--- src/rtl/dual_deque.sv ---
// Two-channel double-ended queue: each channel is a circular buffer addressable
// at front or back, sharing one data-in / data-out port selected per cycle.
module dual_deque #(
  parameter int WIDTH = 8,
  parameter int DEPTH = 8
) (
  input  logic             clk,
  input  logic             rst_n,
  input  logic             chan_sel,
  input  logic             end_sel,
  input  logic             push,
  input  logic             pop,
  input  logic [WIDTH-1:0] data_in,
  output logic [WIDTH-1:0] data_out,
  output logic             c0_empty,
  output logic             c0_full,
  output logic             c1_empty,
  output logic             c1_full,
  output logic             error
);

  localparam int AW = $clog2(DEPTH);
  localparam int CW = AW + 1;
  localparam logic [CW-1:0] CNT_FULL = CW'(DEPTH);

  logic [WIDTH-1:0] mem_r   [2][DEPTH];
  logic [AW-1:0]    head_r  [2];
  logic [CW-1:0]    count_r [2];

  logic [AW-1:0] cur_head_s;
  logic [CW-1:0] cur_count_s;
  logic [AW-1:0] back_idx_s;
  logic [AW-1:0] tail_idx_s;
  logic [AW-1:0] head_nxt_s;
  logic [CW-1:0] count_nxt_s;
  logic [CW-1:0] cnt0_nxt_s;
  logic [CW-1:0] cnt1_nxt_s;
  logic          wr_en_s;
  logic [AW-1:0] wr_idx_s;
  logic          rd_en_s;
  logic [AW-1:0] rd_idx_s;
  logic          err_s;

  // Decode the operation on the selected channel/end into pointer, storage and error updates.
  always_comb begin
    cur_head_s  = head_r[chan_sel];
    cur_count_s = count_r[chan_sel];
    // Index arithmetic wraps by truncation to AW bits.
    back_idx_s  = cur_head_s + cur_count_s[AW-1:0] - AW'(1'b1);
    tail_idx_s  = cur_head_s + cur_count_s[AW-1:0];
    head_nxt_s  = cur_head_s;
    count_nxt_s = cur_count_s;
    wr_en_s     = 1'b0;
    wr_idx_s    = cur_head_s;
    rd_en_s     = 1'b0;
    rd_idx_s    = cur_head_s;
    err_s       = 1'b0;
    case ({push, pop})
      2'b10: begin
        if (cur_count_s == CNT_FULL) begin
          err_s = 1'b1;
        end else begin
          wr_en_s     = 1'b1;
          count_nxt_s = cur_count_s + CW'(1'b1);
          if (end_sel) begin
            wr_idx_s = tail_idx_s;
          end else begin
            wr_idx_s   = cur_head_s - AW'(1'b1);
            head_nxt_s = cur_head_s - AW'(1'b1);
          end
        end
      end
      2'b01: begin
        if (cur_count_s == {CW{1'b0}}) begin
          err_s = 1'b1;
        end else begin
          rd_en_s     = 1'b1;
          count_nxt_s = cur_count_s - CW'(1'b1);
          if (end_sel) begin
            rd_idx_s = back_idx_s;
          end else begin
            rd_idx_s   = cur_head_s;
            head_nxt_s = cur_head_s + AW'(1'b1);
          end
        end
      end
      2'b11: begin
        // Exchange: read the end element and overwrite the same slot; legal even when full.
        if (cur_count_s == {CW{1'b0}}) begin
          err_s = 1'b1;
        end else begin
          rd_en_s  = 1'b1;
          wr_en_s  = 1'b1;
          rd_idx_s = end_sel ? back_idx_s : cur_head_s;
          wr_idx_s = end_sel ? back_idx_s : cur_head_s;
        end
      end
      default: begin
        err_s = 1'b0;
      end
    endcase
    cnt0_nxt_s = chan_sel ? count_r[0] : count_nxt_s;
    cnt1_nxt_s = chan_sel ? count_nxt_s : count_r[1];
  end

  // Pointer, counter and registered output update with synchronous reset.
  always_ff @(posedge clk) begin
    if (!rst_n) begin
      head_r[0]  <= {AW{1'b0}};
      head_r[1]  <= {AW{1'b0}};
      count_r[0] <= {CW{1'b0}};
      count_r[1] <= {CW{1'b0}};
      data_out   <= {WIDTH{1'b0}};
      error      <= 1'b0;
      c0_empty   <= 1'b1;
      c0_full    <= 1'b0;
      c1_empty   <= 1'b1;
      c1_full    <= 1'b0;
    end else begin
      head_r[chan_sel]  <= head_nxt_s;
      count_r[chan_sel] <= count_nxt_s;
      if (rd_en_s) begin
        data_out <= mem_r[chan_sel][rd_idx_s];
      end
      error    <= err_s;
      c0_empty <= (cnt0_nxt_s == {CW{1'b0}});
      c0_full  <= (cnt0_nxt_s == CNT_FULL);
      c1_empty <= (cnt1_nxt_s == {CW{1'b0}});
      c1_full  <= (cnt1_nxt_s == CNT_FULL);
    end
  end

  // Storage write; contents are deliberately not cleared by reset.
  always_ff @(posedge clk) begin
    if (rst_n && wr_en_s) begin
      mem_r[chan_sel][wr_idx_s] <= data_in;
    end
  end

endmodule

--- config.mk ---
export PLATFORM = sky130hd
export DESIGN_NAME = dual_deque
export DESIGN_NICKNAME = d
export VERILOG_FILES = /design/src/rtl/dual_deque.sv
export SDC_FILE = /design/constraint.sdc
export NUM_CORES = 1
export LEC_CHECK = 0
export BUFFER_PORTS_ARGS = -buffer_cell sky130_fd_sc_hd__clkbuf_2
export CORE_AREA = 2 2 174 176
export CTS_BUF_LIST = sky130_fd_sc_hd__clkbuf_2 sky130_fd_sc_hd__clkbuf_4 sky130_fd_sc_hd__clkbuf_8
export DETAILED_ROUTE_END_ITERATION = 16
export DIE_AREA = 0 0 176 178
export SLEW_MARGIN = 15
export SYNTH_ARGS = -nofsm -noshare
export SYNTH_HDL_FRONTEND = slang
export SYNTH_SLANG_ARGS = --single-unit
--- constraint.sdc ---
create_clock -name clk -period 4.9 [get_ports clk]
set_input_delay 0.49 -clock clk [delete_from_list [all_inputs] [get_ports clk]]
set_output_delay 0.49 -clock clk [all_outputs]
set_load 0.05 [all_outputs]
# Word level (Yosys, flattened, before mapping)
# Memories as Yosys holds them, arrays and structs flattened.
# Index checks and enable logic that the tools add are counted.
# op_classes
addsub	6
order_cmp	3
eq_ne	6
mux	38
bitwise	2
reduce_logical	8
# op_table
cell	n
$mux W64	1
$mux W3	10
$bmux W8 S3	1
$demux W8 S3	1
$mux W8	3
$mux W4	5
$eq A4 B4 Y1 const B	3
$logic_not A4 Y1	3
$mux W1	12
$pmux W3 S2	2
$ge A4 B4 Y1 const B	2
$not A3 Y4	2
$pmux W4 S2	1
$sub A3 B1 Y3 const B	2
$add A4 B1 Y4 const B	1
$eq A2 B2 Y1 const B	2
$lt A4 B1 Y1 const B	1
$pmux W1 S2	2
$reduce_or A4 Y1	1
$sub A4 B1 Y4 const B	1
$add A3 B1 Y3 const B	1
$add A3 B3 Y3	1
$reduce_or A3 Y1	1
$eq A2 B1 Y1 const B	1
2 further kinds	3
# totals
regBits	13
ramBits	142
in_bits	14
output_inout_bits	13
wordCells	72
n_memories	3
# memory_table
name	words	width	rd	rd_ports_with_merged_regs	write_ports	line	rtl
mem_r	2	64	1	0	1	26	logic [WIDTH-1:0] mem_r [2][DEPTH];
count_r	2	4	3	0	2	28	logic [CW-1:0] count_r [2];
head_r	2	3	1	0	2	27	logic [AW-1:0] head_r [2];

# Depth between registers and ports, before layout
# Gate-level depths: netlist of the first run.
# An unclocked memory read counts as a cell.
# logic_depth
ltp_word	12
mapped_depth	13
mapped_depth_nobuf	11

# Worst setup path after synthesis of the first run
# OpenSTA, ideal clock, no wires.
# synth_timing
kind	input to register
start	in chan_sel
end	mem mem_r[0][40] (netlist name), enable pin
setup_ps	370
arrival_time_ps	3320
required_ps	4530
setup_slack_ps	1210
stages	12
n_path_buf	1
path_cell_list	buf_6 mux2i_1 inv_1 ha_1 inv_1 fa_1 ha_1 xnor3_1 mux2i_1 a221oi_1 nand2_1 nor2_1
# synth_via
elab_chain_len	12
word_cells_on_any_way	24
classes_between	add/sub: 3; order compare: 2; eq/ne: 1; mux: 12; bitwise: 1; reduce/logical: 3; memory: 2
# synth_rtl
element	line	rtl
from (decl)	9	input logic chan_sel,
$mem_v2 Z2 W3 or $mem_v2 Z2 W4 (tied branches)	n/a	
$add A3 B3 Y3	49, 50	
$sub A3 B1 Y3	49	back_idx_s = cur_head_s + cur_count_s[AW-1:0] - AW'(1'b1);
$mux W3	95	wr_idx_s = end_sel ? back_idx_s : cur_head_s;
$mux W3	89	if (cur_count_s == {CW{1'b0}}) begin
$pmux W3 S2	58	case ({push, pop})
$not A3 Y4 (not written as such)	136	mem_r[chan_sel][wr_idx_s] <= data_in;
$ge A4 B4 Y1 (not written as such) or $lt A4 B1 Y1 (tied branches)	136	
$logic_and A1 B1 Y1 (not written as such)	136	
$mux W8 (not written as such)	136	
$demux W8 S3	136	
$mux W64 (not written as such)	136	
to (decl)	26	
# Parallel ways exist; a longest one is shown, timed or not.

==> results of run 1 <==
[final cells by class]
| class | instances | area [um^2] |
|---|---|---|
| Clock buffer | 17 | 234 |
| Clock inverter | 15 | 179 |
| Fill cell | 2993 | 21200 |
| Inverter | 14 | 52.6 |
| Multi-Input combinational cell | 354 | 2490 |
| Sequential cell | 155 | 4520 |
| Tap cell | 390 | 488 |
| Timing Repair Buffer | 42 | 253 |
[power by group through the flow]
stage | Sequential (mW) | Clock (mW) | Combinational, mW
after floorplan | 1.57 | 0 | 0.325
after global placement | 1.53 | 0 | 0.506
after detailed placement | 1.53 | 0 | 0.509
after CTS | 1.50 | 1.00 | 0.512
after global routing | 1.51 | 1.06 | 0.555
final | 1.50 | 0.983 | 0.509
[critical path, stage by stage (launching register included)]
cell and delay (ns):
edfxtp_1 0.43, mux2i_1 0.45, inv_1 0.14, ha_1 0.22, inv_1 0.07, fa_1 0.42, ha_1 0.35, mux2i_1 0.09
a221o_1 0.40, or2_1 0.28, nor2_1 0.69
[cell usage after synthesis (all sizes together) (2+ instances only)]
master,number
o221ai,4
buf,18
a311oi,3
nor2b,15
and3b,4
dfxtp,13
xor2,2
a211oi,26
inv,14
o211ai,2
mux2,5
nand2,57
a31oi,7
a21oi,25
o21ai,22
o32ai,5
ha,10
or2,2
nor3,9
a221oi,3
nor2,41
a2111oi,2
and2,2
clkbuf,9
nor3b,3
nor4,8
nand3,11
a32oi,4
mux2i,54
o22ai,2
nand2b,5
a22oi,6
a22o,2
edfxtp,142
[cells by family after synthesis]
group	synth area share
fa+ha+maj	0.0201
simple gates	0.114
xor+xnor	0.00675
mux	0.0869
compound gates	0.116
flops	0.626
buf+inv	0.0301
[flip-flops by register name (all words and copies together) (netlist names)]
name / cells
mem_r: 128
error: 1
c1_full: 1
c0_empty: 1
head_r: 6
data_out: 8
c0_full: 1
c1_empty: 1
count_r: 8
[final timing paths]
kind | from | to | depth (start not counted)
worst max-delay path | count_r[1][0]$_SDFFCE_PN0P_ | mem_r[1][16]$_DFFE_PP_ | 10
worst min-delay path | rst_n | c1_empty$_SDFF_PN1_ | 2
worst max register to register | count_r[1][0]$_SDFFCE_PN0P_ | mem_r[1][16]$_DFFE_PP_ | 10
worst min register to register | data_out[5]$_SDFFE_PN0P_ | data_out[5]$_SDFFE_PN0P_ | 2
[stage by stage]
step / hold WS (ns) / cells / util / power [mW] / setup WS, ns
2_1_floorplan: 0.589 / 550 / - / 1.90 / 1.21
3_3_place_gp: 0.468 / 955 / 0.266 / 2.04 / 0.546
3_5_place_dp: 0.467 / 955 / 0.266 / 2.04 / 0.552
4_1_cts: 0.420 / 987 / 0.280 / 3.02 / 0.959
5_1_grt: 0.450 / 987 / 0.280 / 3.12 / 0.767
6_report: 0.434 / 987 / 0.280 / 2.99 / 0.987
[per-layer routing]
layer	GRT usage	routed length [um]
met3	0.0228	720
met4	0.0468	339
met1	0.141	7440
met2	0.182	8110
met5	0	0
==> flow_summary_export.csv, run 1 <==
group,metric,value,unit
clocking,tritoncts,"yes",
place,post_dp_cell_area,7810,um^2
global_routing,grt_max_degree,76,
worst_setup_path,cp_data_required_time,4.99,ns
clocking,postCtsHoldBufs,0,
synthesis,syn_area_per_cell,13.1,um^2
cells_and_area,num_antenna_cells,0,
synthesis,netlist_instances,550,
timing,maxSlewViolCount,0,
global_routing,antenna_found_initial,0,
timing,tns,0,ns
timing,finalCritPeriodShare,0.799,
floorplan,die_w,176,um
clocking,cts.sinks,155,
timing,fmaxAchievable,256,MHz
global_routing,grt_pass1_wl,26000,um
synthesis,synth_top_area_share,0.590,
drt,drtIter0Drc,454,
floorplan,core.rowCount,63,
clocking,cts_max_level,4,
floorplan,fp.coreArea,29400,um^2
cells_and_area,final_common_cell,"edfxtp_1",
worst_setup_path,endpoint_kind,"flip-flop",
synthesis,yosysSeqAreaShare,0.626,
timing,worst_pin_slew,0.997,ns
flow_run,maxCapViolCount,0,
floorplan,die_y,178,um
timing,rsz0062_at_grt,"false",
clocking,clk_pin_slew_worst_paths,0.09,ns
floorplan,io_pins,27,
timing,setup_viol,0,
clocking,clockBufferDepth,2,
synthesis,yosysUniqueCellTypes,64,
clocking,clock_latency,0.48,ns
drt,firstDrtPassIters,4,
cells_and_area,nNetsFinal,609,
hold_path,hold_path.class,"in2reg",
synthesis,ys_top_cells_by_area,"edfxtp_1, mux2i_1, dfxtp_1",
synthesis,synth_nets,575,
timing,finalHoldViolCount,0,
power,leakage,2.85,nW
synthesis,yosys.area.top_type,"edfxtp_1",
timing,max_slew_margin,0.335,
power,power-per-cell-area,364,nW/um^2
place,portBuffers,26,
synthesis,synth_edf_count,142,
power,p_clk_frac,0.328,
clocking,cts_made_buffers,17,
drt,vias,4568,
power,ir_drop,0.172,mV
synthesis,netlist_area,7230,um^2
drt,vias_per_cell,4.63,
clocking,cts_resized,0,
drt,post_drt_wl_per_cell,16.8,um
timing,period_minus_slack,3.91,ns
power,p_sw,951,uW
power,pwr-share-comb,0.170,
drt,drc,0,
global_routing,grt_overflow,0,
synthesis,yosysWarningCount,0,
timing,clock_skew,0.0178,ns
global_routing,grt_pass1_vias,4580,
power,power_frac_seq,0.502,
cells_and_area,fin_area,8220,um^2
drt,ant_nets,0,
worst_setup_path,critPathKind,"reg2reg",
clocking,cts_root_buf,"clkbuf_8",
power,p_sw_frac,0.318,
drt,wl,16600,um
cells_and_area,final_cell_mix,"edfxtp_1, nand2_1, mux2i_1, nor2_1",
worst_setup_path,crit_arrival,4.01,ns
worst_setup_path,r2r_slack,0.99,ns
global_routing,grt_usage,0.110,
worst_setup_path,cp_max_fo,8,
power,p_int,2.04,mW
floorplan,die_area,31300,um^2
run_status,status,"complete, no violations",
cells_and_area,syn2layout_area_growth,13.8,%
synthesis,async_flop_share,0,
place,gp_congestion,0.791,
floorplan,initial_core_util,0.246,
worst_setup_path,start_kind,"flip-flop",
synthesis,ys.flop_type,"edfxtp_1",
synthesis,ys_seq_elements,155,
clocking,cts_setup_buffers,0,
cells_and_area,drive_above_1_share,0.169,
place,hpwl,11200,um
Power figures use the tool's default switching activity.
==> run 2, diff against run 1 <==
==> constraint.sdc (replaced) <==
create_clock -name clk -period 3.2 [get_ports clk]
set_input_delay 0.32 -clock clk [delete_from_list [all_inputs] [get_ports clk]]
set_output_delay 0.32 -clock clk [all_outputs]
set_load 0.05 [all_outputs]
==> run 2 against run 1 <==
Net effect:
- hold slack got worse by 0.16 ns
- fmax increased by 29%
- cell area increased by 8.3%
- global-route usage increased by 0.36 points
- total power increased by 56%
- clock power increased by 43%
- sequential share of layout area decreased by 4.2 points
- critical endpoint is now data_out[3]$_SDFFE_PN0P_
- largest cell class unchanged
==> flow_summary_export.csv, run 2 (same netlist as run 1, synthesis figures left out) <==
group,metric,value,unit
global_routing,met1_usage,0.143,
power,p_sw_frac,0.309,
floorplan,core.rowCount,63,
floorplan,initial_core_util,0.246,
power,pwr-share-comb,0.206,
flow_run,maxCapViolCount,0,
clocking,clock_latency,0.45,ns
cells_and_area,nNetsFinal,655,
clocking,cts_root_buf,"clkbuf_8",
global_routing,grt_pass1_wl,26900,um
global_routing,top_usage_layer,"met2",
timing,period_minus_slack,3.04,ns
worst_setup_path,reg2reg_depth,13,
drt,ant_nets,0,
timing,finalCritPeriodShare,0.951,
floorplan,fp.coreArea,29400,um^2
drt,vias,4673,
cells_and_area,top_register,"mem_r",
drt,vias_per_cell,4.52,
cells_and_area,largest_register_ffs,128,
floorplan,die_w,176,um
power,leakage,3.13,nW
place,portBuffers,26,
floorplan,die_area,31300,um^2
timing,setup_viol,0,
timing,finalHoldViolCount,0,
power,power_frac_seq,0.492,
power,power-per-cell-area,524,nW/um^2
worst_setup_path,crit_arrival,3.38,ns
timing,fmaxAchievable,329,MHz
cells_and_area,biggestRegsByFlops,"mem_r (128), count_r (8), data_out (8)",
clocking,clockBufferDepth,2,
clocking,cts_max_level,4,
cells_and_area,num_antenna_cells,0,
global_routing,grt_usage,0.114,
drt,post_drt_wl_per_cell,16.7,um
timing,worst_pin_slew,1.06,ns
hold_path,min_path_cells,2,
global_routing,grt_pass1_vias,4750,
timing,fin_hold_ws,0.271,ns
power,p_sw,1.44,mW
drt,wl,17300,um
run_status,status,"complete, no violations",
cells_and_area,final_cell_mix,"edfxtp_1, nand2_1, buf_4, mux2i_1",
worst_setup_path,cp_max_fo,8,
cells_and_area,drive_above_1_share,0.275,
floorplan,die_y,178,um
timing,max_slew_margin,0.290,
cells_and_area,nFillCells,2955,
worst_setup_path,endpoint_kind,"flip-flop",
drt,firstDrtPassIters,5,
cells_and_area,syn2layout_area_growth,23.3,%
global_routing,grt_max_degree,76,
place,gp_congestion,0.804,
timing,maxSlewViolCount,0,
cells_and_area,fin_cells,1033,
worst_setup_path,critPathKind,"reg2reg",
cells_and_area,final_common_cell,"edfxtp_1",
worst_setup_path,cp_data_required_time,3.54,ns
place,hpwl,12100,um
global_routing,gr-usage-met3,0.0245,
global_routing,grt_overflow,0,
place,placed_cells_incl_taps,995,
clocking,cts_made_buffers,17,
global_routing,use_met2,0.195,
hold_path,hold_path.class,"in2reg",
clocking,tritoncts,"yes",
clocking,clk_pin_slew_worst_paths,0.09,ns
power,ir_drop,0.273,mV
drt,drtIter0Drc,330,
clocking,postCtsHoldBufs,0,
worst_setup_path,start_kind,"flip-flop",
global_routing,antenna_found_initial,0,
timing,setup_ws,0.157,ns
power,p_total,4.67,mW
power,p_int,3.23,mW
power,p_clk_frac,0.303,
place,dp_slack,-0.0708,ns
drt,drc,0,
clocking,cts.sinks,155,
floorplan,io_pins,27,
timing,clock_skew,0.0129,ns
## run 2: cell count changes in the layout (fill, tap and decap cells not counted), sizes merged
cell,before,now
buf,17,63
clkinv,5,7
inv,24,22
## run 2: what timing repair did
action / CTS / global route
buffers inserted: 0 / 6
gates resized for setup: 0 / 10
setup endpoints to repair: 0 / 135
## run 2: area by class of cell
type                    count  area, um^2  share of cell area
flip-flops and latches    155        4520               0.508
multi-input cells         354        2680               0.301
repair buffers             88         773              0.0868
well taps                 390         488              0.0548
clock buffers              17         234              0.0263
clock inverters            15         153              0.0171
inverters                  14        52.6             0.00590
## run 2: critical path, cell delays in order, from the launching register on
cell      delay, ns
edfxtp_1       0.45
mux2i_4        0.17
buf_4          0.16
ha_2           0.23
nor4b_4        0.32
buf_4          0.21
nor3_4         0.04
buf_4          0.19
buf_4          0.15
mux2_2         0.33
nand2_1        0.14
o221ai_1       0.20
a31oi_1        0.07
o31a_1         0.28
## run 2: per-stage QoR
stage	TNS (ns)	area, um^2	util
floorplan	0	7380	-
global route	-0.00478	8910	0.303
finish	0	8910	0.303
CTS	0	8810	0.300
detailed placement	-3.08	8420	0.286
global placement	-1.38	8420	0.286
## run 2: power groups by stage
stage          Sequential [mW]  Combinational, mW  Clock, mW
6_report                  2.30              0.960       1.41
5_1_grt                   2.30               1.04       1.54
4_1_cts                   2.30              0.932       1.45
3_5_place_dp              2.34              0.928          0
3_3_place_gp              2.35              0.919          0
2_1_floorplan             2.41              0.527          0
## run 2: path summary, 6_finish.rpt
| kind | start | to | slack, ns |
|---|---|---|---|
| setup / recovery | count_r[0][0]$_SDFFCE_PN0P_ | data_out[3]$_SDFFE_PN0P_ | 0.16 |
| hold / removal | rst_n | c0_empty$_SDFF_PN1_ | 0.27 |
| hold reg to reg | data_out[7]$_SDFFE_PN0P_ | data_out[7]$_SDFFE_PN0P_ | 0.48 |
| setup reg to reg | count_r[0][0]$_SDFFCE_PN0P_ | data_out[3]$_SDFFE_PN0P_ | 0.16 |
## run 2: routing by layer
layer	share of wire	up-vias
met5	0	-
met4	0.018	0
met3	0.037	21
met2	0.50	92
met1	0.45	2295
li1	-	2265
